File: config.mk
export PLATFORM = sky130hd
export DESIGN_NAME = fb_slot_arbiter
export DESIGN_NICKNAME = d
export VERILOG_FILES = /design/src/rtl/fb_pkg.sv /design/src/rtl/fb_slot_arbiter_rr_arb2.sv /design/src/rtl/fb_slot_arbiter.sv
export SDC_FILE = /design/constraint.sdc
export NUM_CORES = 1
export LEC_CHECK = 0
export ABC_AREA = 1
export CORE_MARGIN = 2
export CORE_UTILIZATION = 40
export DETAILED_ROUTE_END_ITERATION = 6
export PLACE_DENSITY = 0.83
export SYNTH_ARGS = -nofsm -noshare
export SYNTH_HDL_FRONTEND = slang
export SYNTH_SLANG_ARGS = --single-unit
File: constraint.sdc
create_clock -name CLK -period 3.69 [get_ports CLK]
set_input_delay 0.738 -clock CLK [delete_from_list [all_inputs] [get_ports CLK]]
set_output_delay 0.738 -clock CLK [all_outputs]
set_load 0.01 [all_outputs]
File: src/rtl/fb_pkg.sv
`default_nettype none
// ============================================================================
//  Module      : fb_pkg
//  Description : Shared framebuffer geometry, pixel/address types and the
//                slot classification used by the framebuffer slot arbiter.
//  Revision    : 1.0 - initial release
// ============================================================================
package fb_pkg;

    localparam int WIDTH     = 640;
    localparam int HEIGHT    = 480;
    localparam int MEM_DEPTH = WIDTH * HEIGHT;
    localparam int ADDR_W    = $clog2(MEM_DEPTH);
    localparam int DATA_W    = 24;

    typedef logic [DATA_W-1:0] pixel_t;
    typedef logic [ADDR_W-1:0] fb_addr_t;

    // Owner of the current memory cycle
    typedef enum logic {
        SLOT_DISP = 1'b0,
        SLOT_REQ  = 1'b1
    } slot_t;

endpackage : fb_pkg
`default_nettype wire

File: src/rtl/fb_slot_arbiter_rr_arb2.sv
`default_nettype none
// ============================================================================
//  Module      : rr_arb2
//  Description : Two-way round-robin arbiter. A lone requester is granted
//                directly; on contention the pointer picks the winner. After
//                each granted transfer the pointer moves to the other side.
//  Revision    : 1.0 - initial release
// ============================================================================
module rr_arb2 (
    input  logic       clk,
    input  logic       rst_n,
    input  logic [1:0] req,
    input  logic       advance,
    output logic [1:0] grant,
    output logic       ptr
);

    logic r_ptr;

    // Grant selection: single requester wins outright, pointer breaks ties
    always_comb begin
        grant = 2'b00;
        case (req)
            2'b01:   grant = 2'b01;
            2'b10:   grant = 2'b10;
            2'b11:   grant = r_ptr ? 2'b10 : 2'b01;
            default: grant = 2'b00;
        endcase
    end

    // Pointer moves to the requester that did not win the last transfer
    always_ff @(posedge clk or negedge rst_n) begin
        if (!rst_n) begin
            r_ptr <= 1'b0;
        end else if (advance && (|grant)) begin
            r_ptr <= grant[0];
        end
    end

    assign ptr = r_ptr;

endmodule : rr_arb2
`default_nettype wire

File: src/rtl/fb_slot_arbiter.sv
`default_nettype none
// ============================================================================
//  Module      : fb_slot_arbiter
//  Description : Time-slot scheduler for the single-port framebuffer BRAM.
//                Phase 0 of every SLOTS-cycle pixel period reads the scan-out
//                pixel; remaining phases serve two requesters round-robin.
//                Optional macro FB_BLANK_YIELD_EN hands the display slot to
//                the requesters while DISP_ACTIVE is low.
//  Revision    : 1.0 - initial release
// ============================================================================
module fb_slot_arbiter #(
    parameter int SLOTS     = 4,
    parameter int MEM_DEPTH = 307200,
    parameter int ADDR_W    = 19,
    parameter int DATA_W    = 24
) (
    input  logic                CLK,
    input  logic                RST_N,
    input  logic [ADDR_W-1:0]   DISP_ADDR,
    input  logic                DISP_ACTIVE,
    output logic [DATA_W-1:0]   DISP_DATA,
    output logic                DISP_VALID,
    input  logic [1:0]          REQ_VALID,
    input  logic [1:0]          REQ_WE,
    input  logic [2*ADDR_W-1:0] REQ_ADDR,
    input  logic [2*DATA_W-1:0] REQ_WDATA,
    output logic [1:0]          REQ_READY,
    output logic [1:0]          RD_VALID,
    output logic [DATA_W-1:0]   RD_DATA,
    output logic [ADDR_W-1:0]   MEM_ADDR,
    output logic                MEM_WE,
    output logic [DATA_W-1:0]   MEM_WDATA,
    input  logic [DATA_W-1:0]   MEM_RDATA
);

    import fb_pkg::*;

    localparam int               c_PH_W  = (SLOTS > 2) ? $clog2(SLOTS) : 1;
    localparam logic [ADDR_W:0]  c_DEPTH = (ADDR_W + 1)'(MEM_DEPTH);

    logic [c_PH_W-1:0] r_phase;
    slot_t             w_slot;
    logic [1:0]        w_req_mask;
    logic [1:0]        w_grant;
    logic              w_sel;
    logic [ADDR_W-1:0] w_req_addr;
    logic [DATA_W-1:0] w_req_wdata;
    logic              w_req_we;
    logic              w_in_range;
    logic              w_unused_rr_ptr;
    logic [ADDR_W-1:0] r_mem_addr;
    logic              r_disp_pend;
    logic [DATA_W-1:0] r_disp_data;
    logic              r_disp_valid;
    logic [1:0]        r_rd_pend;
    logic              r_rd_oor;
    logic [DATA_W-1:0] r_rd_hold;

    // Free-running slot phase, wraps every pixel period
    always_ff @(posedge CLK or negedge RST_N) begin
        if (!RST_N) begin
            r_phase <= '0;
        end else if (r_phase == c_PH_W'(SLOTS - 1)) begin
            r_phase <= '0;
        end else begin
            r_phase <= r_phase + 1'b1;
        end
    end

`ifdef FB_BLANK_YIELD_EN
    // Phase 0 belongs to scan-out only while the beam is in the visible area
    always_comb begin
        w_slot = SLOT_REQ;
        if ((r_phase == '0) && DISP_ACTIVE) begin
            w_slot = SLOT_DISP;
        end
    end
`else
    logic w_unused_disp_active;
    assign w_unused_disp_active = DISP_ACTIVE;

    // Phase 0 always belongs to scan-out
    always_comb begin
        w_slot = SLOT_REQ;
        if (r_phase == '0) begin
            w_slot = SLOT_DISP;
        end
    end
`endif

    assign w_req_mask = (w_slot == SLOT_REQ) ? REQ_VALID : 2'b00;

    rr_arb2 u_arb (
        .clk     (CLK),
        .rst_n   (RST_N),
        .req     (w_req_mask),
        .advance (|w_grant),
        .grant   (w_grant),
        .ptr     (w_unused_rr_ptr)
    );

    assign REQ_READY   = w_grant;
    assign w_sel       = w_grant[1];
    assign w_req_addr  = w_sel ? REQ_ADDR[2*ADDR_W-1:ADDR_W]  : REQ_ADDR[ADDR_W-1:0];
    assign w_req_wdata = w_sel ? REQ_WDATA[2*DATA_W-1:DATA_W] : REQ_WDATA[DATA_W-1:0];
    assign w_req_we    = w_sel ? REQ_WE[1] : REQ_WE[0];
    assign w_in_range  = ({1'b0, w_req_addr} < c_DEPTH);

    // Memory port mux; address holds when the slot goes unused
    always_comb begin
        MEM_ADDR  = r_mem_addr;
        MEM_WE    = 1'b0;
        MEM_WDATA = w_req_wdata;
        if (w_slot == SLOT_DISP) begin
            MEM_ADDR = DISP_ADDR;
        end else if (|w_grant) begin
            MEM_ADDR = w_req_addr;
            MEM_WE   = w_req_we & w_in_range;
        end
    end

    // Remember the last driven address for idle slots
    always_ff @(posedge CLK or negedge RST_N) begin
        if (!RST_N) begin
            r_mem_addr <= '0;
        end else begin
            r_mem_addr <= MEM_ADDR;
        end
    end

    // Display pipeline: issue in phase 0, capture next cycle, flag the cycle after
    always_ff @(posedge CLK or negedge RST_N) begin
        if (!RST_N) begin
            r_disp_pend  <= 1'b0;
            r_disp_data  <= '0;
            r_disp_valid <= 1'b0;
        end else begin
            r_disp_pend  <= (w_slot == SLOT_DISP);
            r_disp_valid <= r_disp_pend;
            if (r_disp_pend) begin
                r_disp_data <= MEM_RDATA;
            end
        end
    end

    assign DISP_DATA  = r_disp_data;
    assign DISP_VALID = r_disp_valid;

    // Requester read tracking; out-of-range reads return zero
    always_ff @(posedge CLK or negedge RST_N) begin
        if (!RST_N) begin
            r_rd_pend <= 2'b00;
            r_rd_oor  <= 1'b0;
            r_rd_hold <= '0;
        end else begin
            r_rd_pend <= w_grant & ~REQ_WE;
            if (|(w_grant & ~REQ_WE)) begin
                r_rd_oor <= ~w_in_range;
            end
            if (|r_rd_pend) begin
                r_rd_hold <= RD_DATA;
            end
        end
    end

    // BRAM data arrives in the return cycle; it is passed through then and held after
    assign RD_VALID = r_rd_pend;
    assign RD_DATA  = (|r_rd_pend) ? (r_rd_oor ? '0 : MEM_RDATA) : r_rd_hold;

endmodule : fb_slot_arbiter
`default_nettype wire

---- Word level (Yosys, flattened, before mapping) ----
Cells that the tools add are included.
storage, ports and cells
  flip-flop bits (word level) ............. 75
  input bits .............................. 136
  output and inout bits ................... 97
  logic and storage cells ................. 36
cells by class
  add/sub/neg operators ................... 1
  $lt $le $gt $ge ......................... 1
  eq/ne operators ......................... 4
  mux-type cells .......................... 13
  bitwise gates (word level) .............. 4
  reduce and logical (&&, ||, !) cells .... 4
operators by type and width
  kind                                                  number
  two-way mux 24 bit                                    3
  two-way mux 19 bit                                    3
  < comparator 19 bit (second input constant)           1
  equality test 2 bit (second input constant)           3
  two-way mux 2 bit                                     3
  one-hot mux 2 bit (3 select lines)                    1
  OR reduction 2 bit                                    3
  two-way mux 1 bit                                     3
  adder 2 x 1 -> 2 bit (second input constant)          1
  AND 2 bit                                             1
  equality test 2 x 1 -> 1 bit (second input constant)  1
  zero test 2 bit                                       1
  inverter 2 bit                                        1
  AND 1 bit                                             1
  inverter 1 bit                                        1

---- Depth between registers and ports, before layout ----
  depth after elaboration ................. 9
  gate-level depth with buffers ........... 12
  depth with buffers taken out ............ 12

---- Cells and area by module ----
Synthesis repeated with hierarchy kept, for this count alone.
unflattened totals
  cell total of the unflattened synthesis .. 458
  area total of the unflattened synthesis .. 3,778.6 um^2
modules (own cells, without submodules)
  module           times used  cells an instance  area each (um^2)  seq. area each (um^2)
  fb_slot_arbiter  1           450                3,718.6           1,851.8
  rr_arb2          1           8                  60.1              25.0

---- Worst setup path after synthesis ----
No wires, ideal clock.
  path type ............................... input to output
  start ................................... input REQ_VALID[1]
  end ..................................... output MEM_ADDR[14]
  arrival ................................. 1,569 ps
  data required time ...................... 2,952 ps
  path slack .............................. 1,383 ps
  stages .................................. 7
  path buffers ............................ 0
  cells stage by stage .................... inv_2 > nor2_8 > nand2_8 > nand2_1 > o21ai_0 > or2_1 > a21oi_1
on the way
  word-level cells in the longest chain between the ends .. 6
  elaborated cells between the ends (all ways) .. 9
  those cells by class .................... eq/ne: 3; mux: 5; reduce/logical: 1
ends and longest elaborated chain
  element                                                                     RTL line                                        RTL
  start, declared                                                             fb_slot_arbiter.sv:23                           input logic [1:0] REQ_VALID,
  two-way mux 2 bit *                                                         fb_slot_arbiter.sv:91                           assign w_req_mask = (w_slot == SLOT_REQ) ? REQ_VALID : 2'b00;
  equality test 2 bit / equality test 2 x 1 -> 1 bit (equally long branches)  fb_slot_arbiter_rr_arb2.sv:23                   case (req)
  one-hot mux 2 bit (3 select lines) *                                        fb_slot_arbiter_rr_arb2.sv:23
  two-way mux 19 bit / OR reduction 2 bit (equally long branches)             fb_slot_arbiter.sv:104, fb_slot_arbiter.sv:116
  two-way mux 19 bit *                                                        fb_slot_arbiter.sv:116                          end else if (|w_grant) begin
  two-way mux 19 bit *                                                        fb_slot_arbiter.sv:114                          if (w_slot == SLOT_DISP) begin
  end, declared                                                               fb_slot_arbiter.sv:30                           output logic [ADDR_W-1:0] MEM_ADDR,
Mark *: on every way between the ends. The rest lies on a longest branch, timed or not.

---- Worst setup path after layout ----
  start ................................... input REQ_VALID[1]
  end ..................................... output MEM_ADDR[17]
The elaborated chain is that of the path after synthesis.

==> impl_metrics.json <==
{
  "antenna_found_initial": 0,
  "synth_nets": 570,
  "finalSetupViolCount": 0,
  "ioPinCount": 233,
  "wirelength_mm": 11.9,
  "synth_cells": 432,
  "globalRouteOverflowTotal": 0,
  "leakage_nw": 2.74,
  "synth.area.top_cells": "dfrtp_1, nand2_1, mux2_2",
  "crit_required_ns": 2.95,
  "grt.busiest_layer": "met2",
  "tns_ns": 0,
  "synth_edf_count": 0,
  "fin_skew_ns": 0.0167,
  "postCtsSetupBuffers": 0,
  "criticalPathCategory": "input port to output port",
  "synth_most_common_cell": "nand2_1",
  "antennaDiodeCount": 0,
  "finalMaxSlewViolations": 0,
  "rows": 35,
  "final-instance-count-excl-fill": 769,
  "totalPowerFinal_mw": 2.21,
  "dieArea_sq_um": 10100,
  "crit_path_start_kind": "input port",
  "worst-r2r-setup-slack_ns": 1.92,
  "slew_headroom": 0.252,
  "crit_path_cell_trace": "clkdlybuf4s50_1, inv_2, nor2_8, nand2_8, nand2_1, nand2_1, inv_1, nand2_1, a21oi_1, clkdlybuf4s50_1",
  "max_freq_mhz": 283,
  "path_common_cell": "nand2_1",
  "p_per_area_nw_per_um2": 351,
  "hold_slack_ns": 0.457,
  "placed_cells": 754,
  "ys_types": 27,
  "dp_hpwl_mm": 9.09,
  "fin_nets": 792,
  "use_met2": 0.380,
  "path_clk_slew_ns": 0.07,
  "die_y_um": 101,
  "ys_seq_area_frac": 0.502,
  "route.detailed.drc": 0,
  "root_buffer": "clkbuf_8",
  "ys_ff_latch": 75,
  "clock_sinks": 75,
  "viasPerCell": 4.97,
  "finalCriticalPeriod_ns": 3.53,
  "gp_congestion": 0.829,
  "clock_path_buffers": 2,
  "placed_area_sq_um": 6110,
  "ys_top_cells_by_count": "nand2_1, dfrtp_1, o21ai_0, inv_1, nand3_1",
  "yosys_warnings": 0,
  "syn_avg_cell_area_sq_um": 8.66,
  "drtIter0Drc": 152,
  "cp_slowest_stage_delay_ns": 0.60,
  "crit_family": "buffers and inverters",
  "routedWlPerCell_um": 15.5,
  "fillers": 732,
  "ir_drop_mv": 0.227,
  "cp_slowest_cell": "clkdlybuf4s50_1",
  "ant_nets": 0,
  "cp.arrival_ns": 2.79,
  "use_met3": 0.0444,
  "worstSetupEndpointType": "output port",
  "async_flop_share": 1.00,
  "hp-class": "register to register",
  "grt_max_degree": 76,
  "tritoncts": "built",
  "gr-usage-all-layers": 0.231,
  "status": "finished clean",
  "firstDrtPassIters": 5,
  "via_count": 3824,
  "cts_max_level": 3,
  "netlist.area_leader.share": 0.502,
  "cts_buffers": 9,
  "clkLatencyLatePin_ns": 0.34,
  "rsz0062_at_grt": "no",
  "start_util": 0.409,
  "critPathMaxFanout": 18,
  "stdcell_area_sq_um": 6290,
  "max_cap_viol_count": 0,
  "synthFlopType": "dfrtp_1",
  "grt_util_met1": 0.305,
  "synth_top_area_cell": "dfrtp_1",
  "grt_pass1_vias": 3835,
  "tightestPinTransition_ns": 1.12,
  "grt_first_pass_wirelength_mm": 18.5,
  "core_sq_um": 9150,
  "critPathBufInv": 4,
  "drive_gt1_frac": 0.0942,
  "die_x_um": 101,
  "syn_to_final_growth_pct": 68.1,
  "final-hold-violation-count": 0,
  "netlist_area_sq_um": 3740,
  "finalCritPeriodShare": 0.957,
  "io_buffer_count": 231
}
-- power breakdown --
group	switching, mW	internal [mW]	leakage, nW
logic	0.314	0.406	1.76
registers	0.0249	0.902	0.907
clock network	0.313	0.247	0.0823
total	0.652	1.56	2.74
-- cells in the final DEF (no fill, tap or decap), types with 15 or more instances in the layout --
cell             netlist  routed
clkdlybuf4s50_1        0     230
dfrtp_1               75      75
nand2_1              112     112
nor2_1                24      24
inv_1                 35      35
nand3_1               29      29
o21ai_0               50      49
mux2_2                24      24
a21oi_1               15      15
o21ai_1               14      15
-- per-stage QoR --
stage / utilization / setup slack (ns)
detailed placement: 0.668 / 0.117
global placement: 0.668 / 0.188
finish: 0.687 / 0.159
floorplan: - / 1.38
CTS: 0.687 / 0.114
global route: 0.687 / 0.0356
-- routing by layer --
metal | vias up | share of wire
li1 | 1867 | -
met1 | 1801 | 0.42
met2 | 140 | 0.50
met3 | 16 | 0.065
met4 | 0 | 0.015
met5 | - | 0
-- area by class of cell --
class / count / area, sq um / share of cell area
Inverter: 40 / 153 / 0.0243
Multi-Input combinational cell: 291 / 1580 / 0.251
Tap cell: 111 / 139 / 0.0221
Clock buffer: 9 / 124 / 0.0197
Clock inverter: 6 / 50.0 / 0.00796
Sequential cell: 75 / 1880 / 0.299
Timing Repair Buffer: 237 / 2370 / 0.377
-- logic make-up (layout without fill, tap and decap cells) --
family | after synthesis | after routing | share of synthesized area
simple gates | 172 | 172 | 0.195
compound gates | 93 | 93 | 0.148
flops | 75 | 75 | 0.502
buf+inv | 66 | 292 | 0.0766
mux | 24 | 24 | 0.0722
fa+ha+maj | 2 | 2 | 0.00669
-- worst paths after layout --
path,start,to,cells past startpoint
hold reg to reg,r_phase[0],r_phase[0],1
max in group asynchronous,RST_N,r_mem_addr[2],1
min in group asynchronous,RST_N,DISP_DATA[9],1
setup / recovery,REQ_VALID[1],MEM_ADDR[17],10
setup reg to reg,r_phase[0],r_rd_oor,9
hold / removal,r_phase[0],r_phase[0],1
-- sequential cells by signal, indices dropped and copies added, names as in the netlist --
name	cells
DISP_DATA	24
r_rd_hold	24
r_mem_addr	19
RD_VALID	2
r_phase	2
DISP_VALID	1
r_disp_pend	1
r_rd_oor	1
u_arb.ptr	1
-- timing repair --
action,in CTS,in global routing
setup endpoints to repair,0,2
resized for setup,0,1
hold buffers,0,0
-- worst reg2reg max path, cell delays in order (launching register included) --
cell and delay (ns):
dfrtp_1 0.37, inv_1 0.05, ha_1 0.31, inv_2 0.12, nand2_1 0.05, a21oi_1 0.22
inv_2 0.19, o21ai_1 0.20, or2_1 0.12, nand2_1 0.05
Power figures use the tool's default switching activity.
